<file path="config.mk">
export PLATFORM = sky130hd
export DESIGN_NAME = mux_serializer
export DESIGN_NICKNAME = d
export VERILOG_FILES = /design/src/rtl/mux_serializer.sv
export SDC_FILE = /design/constraint.sdc
export NUM_CORES = 1
export LEC_CHECK = 0
export CAP_MARGIN = 20
export CORE_AREA = 2 2 43 45
export CTS_BUF_LIST = sky130_fd_sc_hd__clkbuf_4
export CTS_CLUSTER_SIZE = 25
export DETAILED_ROUTE_END_ITERATION = 8
export DIE_AREA = 0 0 45 47
export PLACE_DENSITY = 0.79
export SYNTH_ARGS = -nofsm -noshare
export SYNTH_HDL_FRONTEND = slang
export SYNTH_SLANG_ARGS = --single-unit
</file>
<file path="constraint.sdc">
create_clock -name clk -period 1.5 [get_ports clk]
set_input_delay 0.45 -clock clk [delete_from_list [all_inputs] [get_ports clk]]
set_output_delay 0.45 -clock clk [all_outputs]
set_load 0.01 [all_outputs]
</file>
<file path="src/rtl/mux_serializer.sv">
// 8-bit LSB-first serializer that drives a downstream 8:1 mux through s/word_q.
// Define MUX_SERIALIZER_PARITY_EN to append an even-parity bit after bit 7.
module mux_serializer #(
  parameter logic IDLE_LEVEL = 1'b0
) (
  input  logic       clk,
  input  logic       rst_n,
  input  logic [7:0] in_data,
  input  logic       in_valid,
  output logic       in_ready,
  input  logic       flush,
  output logic [2:0] s,
  output logic [7:0] word_q,
  output logic       ser_out,
  output logic       ser_vld,
  output logic       frame_done
);

`ifdef MUX_SERIALIZER_PARITY_EN
  typedef enum logic [1:0] {IDLE, SHIFT, PAR} state_t;
`else
  typedef enum logic [1:0] {IDLE, SHIFT} state_t;
`endif

  state_t state;

  always_ff @(posedge clk or negedge rst_n) begin
    if (!rst_n) begin
      state  <= IDLE;
      s      <= '0;
      word_q <= '0;
    end else if (flush) begin
      state <= IDLE;
      s     <= '0;
    end else begin
      case (state)
        IDLE: begin
          if (in_valid) begin
            word_q <= in_data;
            s      <= '0;
            state  <= SHIFT;
          end
        end
        SHIFT: begin
          if (s != 3'd7) begin
            s <= s + 3'd1;
          end else begin
`ifdef MUX_SERIALIZER_PARITY_EN
            state <= PAR;
`else
            state <= IDLE;
`endif
          end
        end
`ifdef MUX_SERIALIZER_PARITY_EN
        PAR:     state <= IDLE;
`endif
        default: state <= IDLE;
      endcase
    end
  end

  // An aborted frame never reports completion, even if flushed on its last bit.
  always_comb begin
    in_ready   = (state == IDLE) && !flush;
    ser_vld    = 1'b0;
    ser_out    = IDLE_LEVEL;
    frame_done = 1'b0;
    case (state)
      SHIFT: begin
        ser_vld = 1'b1;
        ser_out = word_q[s];
`ifndef MUX_SERIALIZER_PARITY_EN
        frame_done = (s == 3'd7) && !flush;
`endif
      end
`ifdef MUX_SERIALIZER_PARITY_EN
      PAR: begin
        ser_vld    = 1'b1;
        ser_out    = ^word_q;
        frame_done = !flush;
      end
`endif
      default: begin
        ser_vld = 1'b0;
      end
    endcase
  end

endmodule

</file>
Word level (Yosys, flattened, before mapping)
Index checks and enable logic that the tools add are counted.
- input bits: 12
- logic and storage cells: 33
- bits in registers: 13
- output and inout port bits: 15
- add/sub/neg operators: 1
- reduce and logical (&&, ||, !) cells: 8
- $lt $le $gt $ge: 1
- mux-type cells: 13
- bitwise operators: 1
- eq/ne operators: 6
- operator list (cell ; count):
    $ne 3x3->1 const B ; 4
    $mux 3 ; 3
    $mux 2 ; 3
    $pmux 3 s2 ; 1
    $reduce_and 3->1 ; 2
    $lt 3x4->1 const B ; 1
    $mux 1 ; 4
    $pmux 2 s2 ; 1
    $add 3x1->3 const B ; 1
    $bmux 1 s3 ; 1
    $eq 3x3->1 const B ; 1
    $reduce_bool 3->1 ; 1
    $eq 2x1->1 const B ; 1
    $logic_and 1x1->1 ; 2
    $logic_not 2->1 ; 1
    $reduce_and 2->1 ; 1
    $logic_not 1->1 ; 1
    $not 1->1 ; 1

Longest topological paths before layout
- depth in word-level cells: 4
- mapped depth: 5
- mapped depth without buffers: 5

Least setup slack after synthesis
Ideal clock, no wire load.
- kind: reg-to-output
- from: register s[1]
- to: output ser_out
- required time: 1.050 ns
- cell stages (with the launch flop): 4
- arrival: 1.184 ns
- slack: -0.134 ns
- path buffers: 0
- cell sequence: dfrtp_1 mux4_2 nor2_1 a311oi_1
- word-level cells in the longest chain between the ends: 3
- ends and longest elaborated chain (what ; line ; text):
    start: declaration ; 12 ; output logic [2:0] s,
    start signal: assignment ; 46 ; s <= s + 3'd1;
    $bmux 1 s3 ; 72 ; ser_out = word_q[s];
    $mux 1 (implied by the code) ; 72 ;
    $mux 1 ; 69 ; case (state)
    end: declaration ; 14 ; output logic ser_out,
Every way passes these cells. The select of a mux whose other input is x is not followed.

Worst setup path after layout
Same ends and word-level chain as after synthesis.

==> flow_results.org <==
** Route
- Wire per inst :: around 18 microns
- DR pass1 iterations :: 2
- Detailed routing inserted a total of around 600 vias.
- After the first detailed-routing iteration, the DRC count stood at 3.
- After detailed routing, the number of remaining DRC violations is 0.
- The detail route stage leaves a number of antenna-violating nets equal to 0.
- Total routed wirelength :: between 2 and 2.5 mm
- Dividing the detail-routed via count by the number of cells gives about 5.0.

** Floorplanning
- For this configuration, the core starts out at a cell density of 0.367.
- Die Wd :: 45 microns
- From bottom edge to top edge, the die measures between 40 and 50 microns.
- Placeable core region :: approximately 0.0017 sq mm
- Count of pins on the block boundary :: 27
- Area enclosed by the die boundary :: around 0.0021 sq mm
- Row generation in the floorplan step produced 15 rows.

** Clock network
- Buffers inserted during clock tree synthesis total 3.
- CTS placed an instance of clkbuf_4 at the clock tree root.
- TritonCTS built the clock tree.
- The clock reaches the later pin of the worst-skew pair after between 0.2 and 0.3 ns.
- Clock-pin slew was measured on the worst setup and hold paths at ~0.08 ns.
- For this design, the sink count on the clock tree is 12.
- The number of hold buffers added after CTS was 0.
- Maximum buffer depth of the clock tree :: 2
- CTS H-tree depth :: 1

** Synth
- Proportion of register bits with asynchronous set or reset after synthesis :: 1.00
- Nets in the synthesized netlist :: 61
- The share of synthesized area in the top cell type comes to 0.496.
- Library cells used by synthesis :: 17
- Post-synthesis sequential area ratio :: 0.496
- The mapped netlist covers 606 sq um.
- Total of flip-flops plus latches after synthesis :: 12
- dfrtp_1 takes more of the synthesized area than any other cell.
- Syn. warnings :: 0
- Number of synthesized flops with an enable pin :: 0
- Most common cell in the netlist :: dfrtp_1
- By count the netlist is led by dfrtp_1 (12), mux2_2 (11), nor2_1 (6).
- The most used flip-flop cell after synthesis is dfrtp_1.
- After synthesis, the mean cell area works out to between 10 and 15 sq um.
- Leading post-synthesis cells by cell area :: dfrtp_1 (50%), mux2_2 (20%), ha_1 (4.1%)
- Synthesis produced 47 cells.

** Setup path
- Kind of cell adding the most delay to the critical path :: multiplexers
- STA classifies the critical path startpoint as a register.
- STA puts the critical path data arrival time at between 1 and 1.5 ns.
- Worst Setup End Kind :: output port
- The slowest stage of the critical path is the mux4_2 cell.
- Buf/Inv on CP :: 1
- For this run, the slowest stage of the critical path takes ~0.50 ns.
- Category of the critical setup timing path :: reg -> out
- Traced cell by cell, the critical path runs through mux4_2, nor2_2, a311oi_2, buf_2.
- For the worst setup path, the data required time is roughly 1.1 ns.
- In this run the worst path has a maximum fanout of 2.

** Final layout
- The filler cells instantiated in the layout total ~130.
- Layout-stage area growth over the synthesis result :: 102%
- In the final layout, the share of cells above drive strength 1 is 0.740.
- Final net count :: approximately 120
- Sequential cell area in the final layout :: around 300 sq um
- Number of cells in the finished layout apart from fillers :: 121
- N_diodes :: 0
- For this run, the share of the core covered by cells in the final layout is 0.741.
- Area taken by multi-input logic gates :: ~400 sq um

** Place
- Buffers placed on the I/O ports in this run total 26.
- Cell count after placement :: around 110
- The wire-length estimate of the detail-placed layout is roughly 1.3 mm.
- Placer Congestion :: roughly 0.77

** Timing
- Maximum clock frequency :: 522 MHz
- Setup total negative slack on the finished layout was measured at -0.994 ns.
- Headroom to the max-slew limit came out at 0.662.
- Worst Clk Skew :: 0.000523 ns
- Final number of max-transition violations :: 0
- Across all setup checks in the final design, the least slack found is -0.415 ns.
- Tcrit/Tclk final :: 1.28
- Hold is met by about 0.48 ns.
- Time the worst path needs with I/O delays and setup :: 1.92 ns
- Setup repair after global routing could not meet its margin everywhere.
- Number of hold violations in the final report :: 0
- Least-Margin Pin Slew :: 0.505 ns
- Setup violations remaining at the end of the flow were counted as 4.

** Global route
- Global-route wire length before repair :: 2.98 mm
- The via count of the first global-routing pass is between 600 and 700.
- Summed over all layers, the global routing overflow is 0.
- Entering global routing, the biggest net connects 13 pins.
- Number of antenna violations at the first check in global routing :: 0
- For this run, the total global-route usage over all layers was measured as 0.203.

** Run status
- Run status :: finished, violations left
- The final reports fail on negative setup slack.

** Power and ir drop
- In this run the static leakage power is 0.573 nW.
- VDD sags by at most just under 0.7 mV.
- In this run the power density over the cells is between 800 and 900 mW/mm^2.

** Min path
- Worst hold path class :: in -> async

** Job
- Max-cap violations :: 0
-- kinds of logic (layout without fill, tap and decap cells) --
| logic type | after synthesis | in the layout | share of synthesized area |
|---|---|---|---|
| mux | 13 | 13 | 0.258 |
| buf+inv | 4 | 61 | 0.0393 |
| fa+ha+maj | 2 | 2 | 0.0413 |
| flops | 12 | 12 | 0.496 |
| simple gates | 9 | 9 | 0.0847 |
| compound gates | 7 | 7 | 0.0806 |
-- placed cells by master, fill, tap and decap left out, types with 3 or more instances in the layout --
cell / count
buf_6: 15
dfrtp_1: 9
mux2_4: 9
dfrtp_2: 3
clkdlybuf4s50_1: 10
buf_2: 5
nor2_1: 3
buf_4: 17
clkbuf_2: 7
nor2_2: 3
clkbuf_4: 3
-- stage by stage --
stage	total power, W	instance area, sq um	worst slack (ns)
after floorplan	0.000532	617	-0.0466
after global placement	0.000763	1020	-0.478
after detailed placement	0.000769	1020	-0.517
after CTS	0.000976	1100	-0.450
after global routing	0.00110	1220	-0.458
final	0.00104	1220	-0.415
-- sequential cells by signal, indices dropped and copies added, names as in the netlist --
| register | count |
|---|---|
| s | 3 |
| word_q | 8 |
| state | 1 |
-- layer usage --
| layer | wire, microns | share of wire | vias up | GRT usage |
|---|---|---|---|---|
| met1 | 842 | 0.39 | 304 | 0.234 |
| li1 | - | - | 283 | - |
| met5 | 0 | 0 | - | 0 |
| met2 | 1160 | 0.54 | 18 | 0.374 |
| met4 | 51 | 0.024 | 0 | 0.0824 |
| met3 | 76 | 0.036 | 6 | 0.0346 |
-- worst register-to-register path, stage by stage (launching register included) --
cell,delay [ns]
dfrtp_2,0.45
buf_6,0.13
buf_4,0.14
ha_4,0.16
buf_6,0.11
mux2_4,0.30
a22oi_2,0.20
nor2_1,0.07
-- layout make-up --
type / count / share of cell area
clock buffer: 3 / 0.0184
clock inverter: 1 / 0.00307
inverter: 2 / 0.00613
multi-input combinational: 31 / 0.326
sequential: 12 / 0.248
tap: 17 / 0.0174
timing repair buffer: 55 / 0.380
-- timing repair --
action                                  CTS  global route
resized for setup                        55            41
pin swaps                                 4             8
endpoints found under the setup margin   25            19
gates cloned                              0             1
setup buffers                             6             6
-- power by group --
part / total (W) / internal, W / switching (W)
Combinational: 0.000424 / 0.000265 / 0.000159
Clock: 0.000212 / 0.0000961 / 0.000116
Sequential: 0.000407 / 0.000371 / 0.0000360
Total: 0.00104 / 0.000731 / 0.000311
-- path summary, 6_finish.rpt --
path / cells past startpoint / endpoint / slack (ns) / start
max reg2reg: 7 / s[2] / -0.16 / s[2]
max: 4 / ser_out / -0.42 / s[1]
min in group clk: 2 / word_q[2] / 0.62 / word_q[2]
min reg2reg: 2 / word_q[2] / 0.62 / word_q[2]
max in group asynchronous: 2 / s[0] / 0.84 / rst_n
min: 2 / word_q[2] / 0.48 / rst_n
Note: power is estimated with default switching activity, not from simulation.
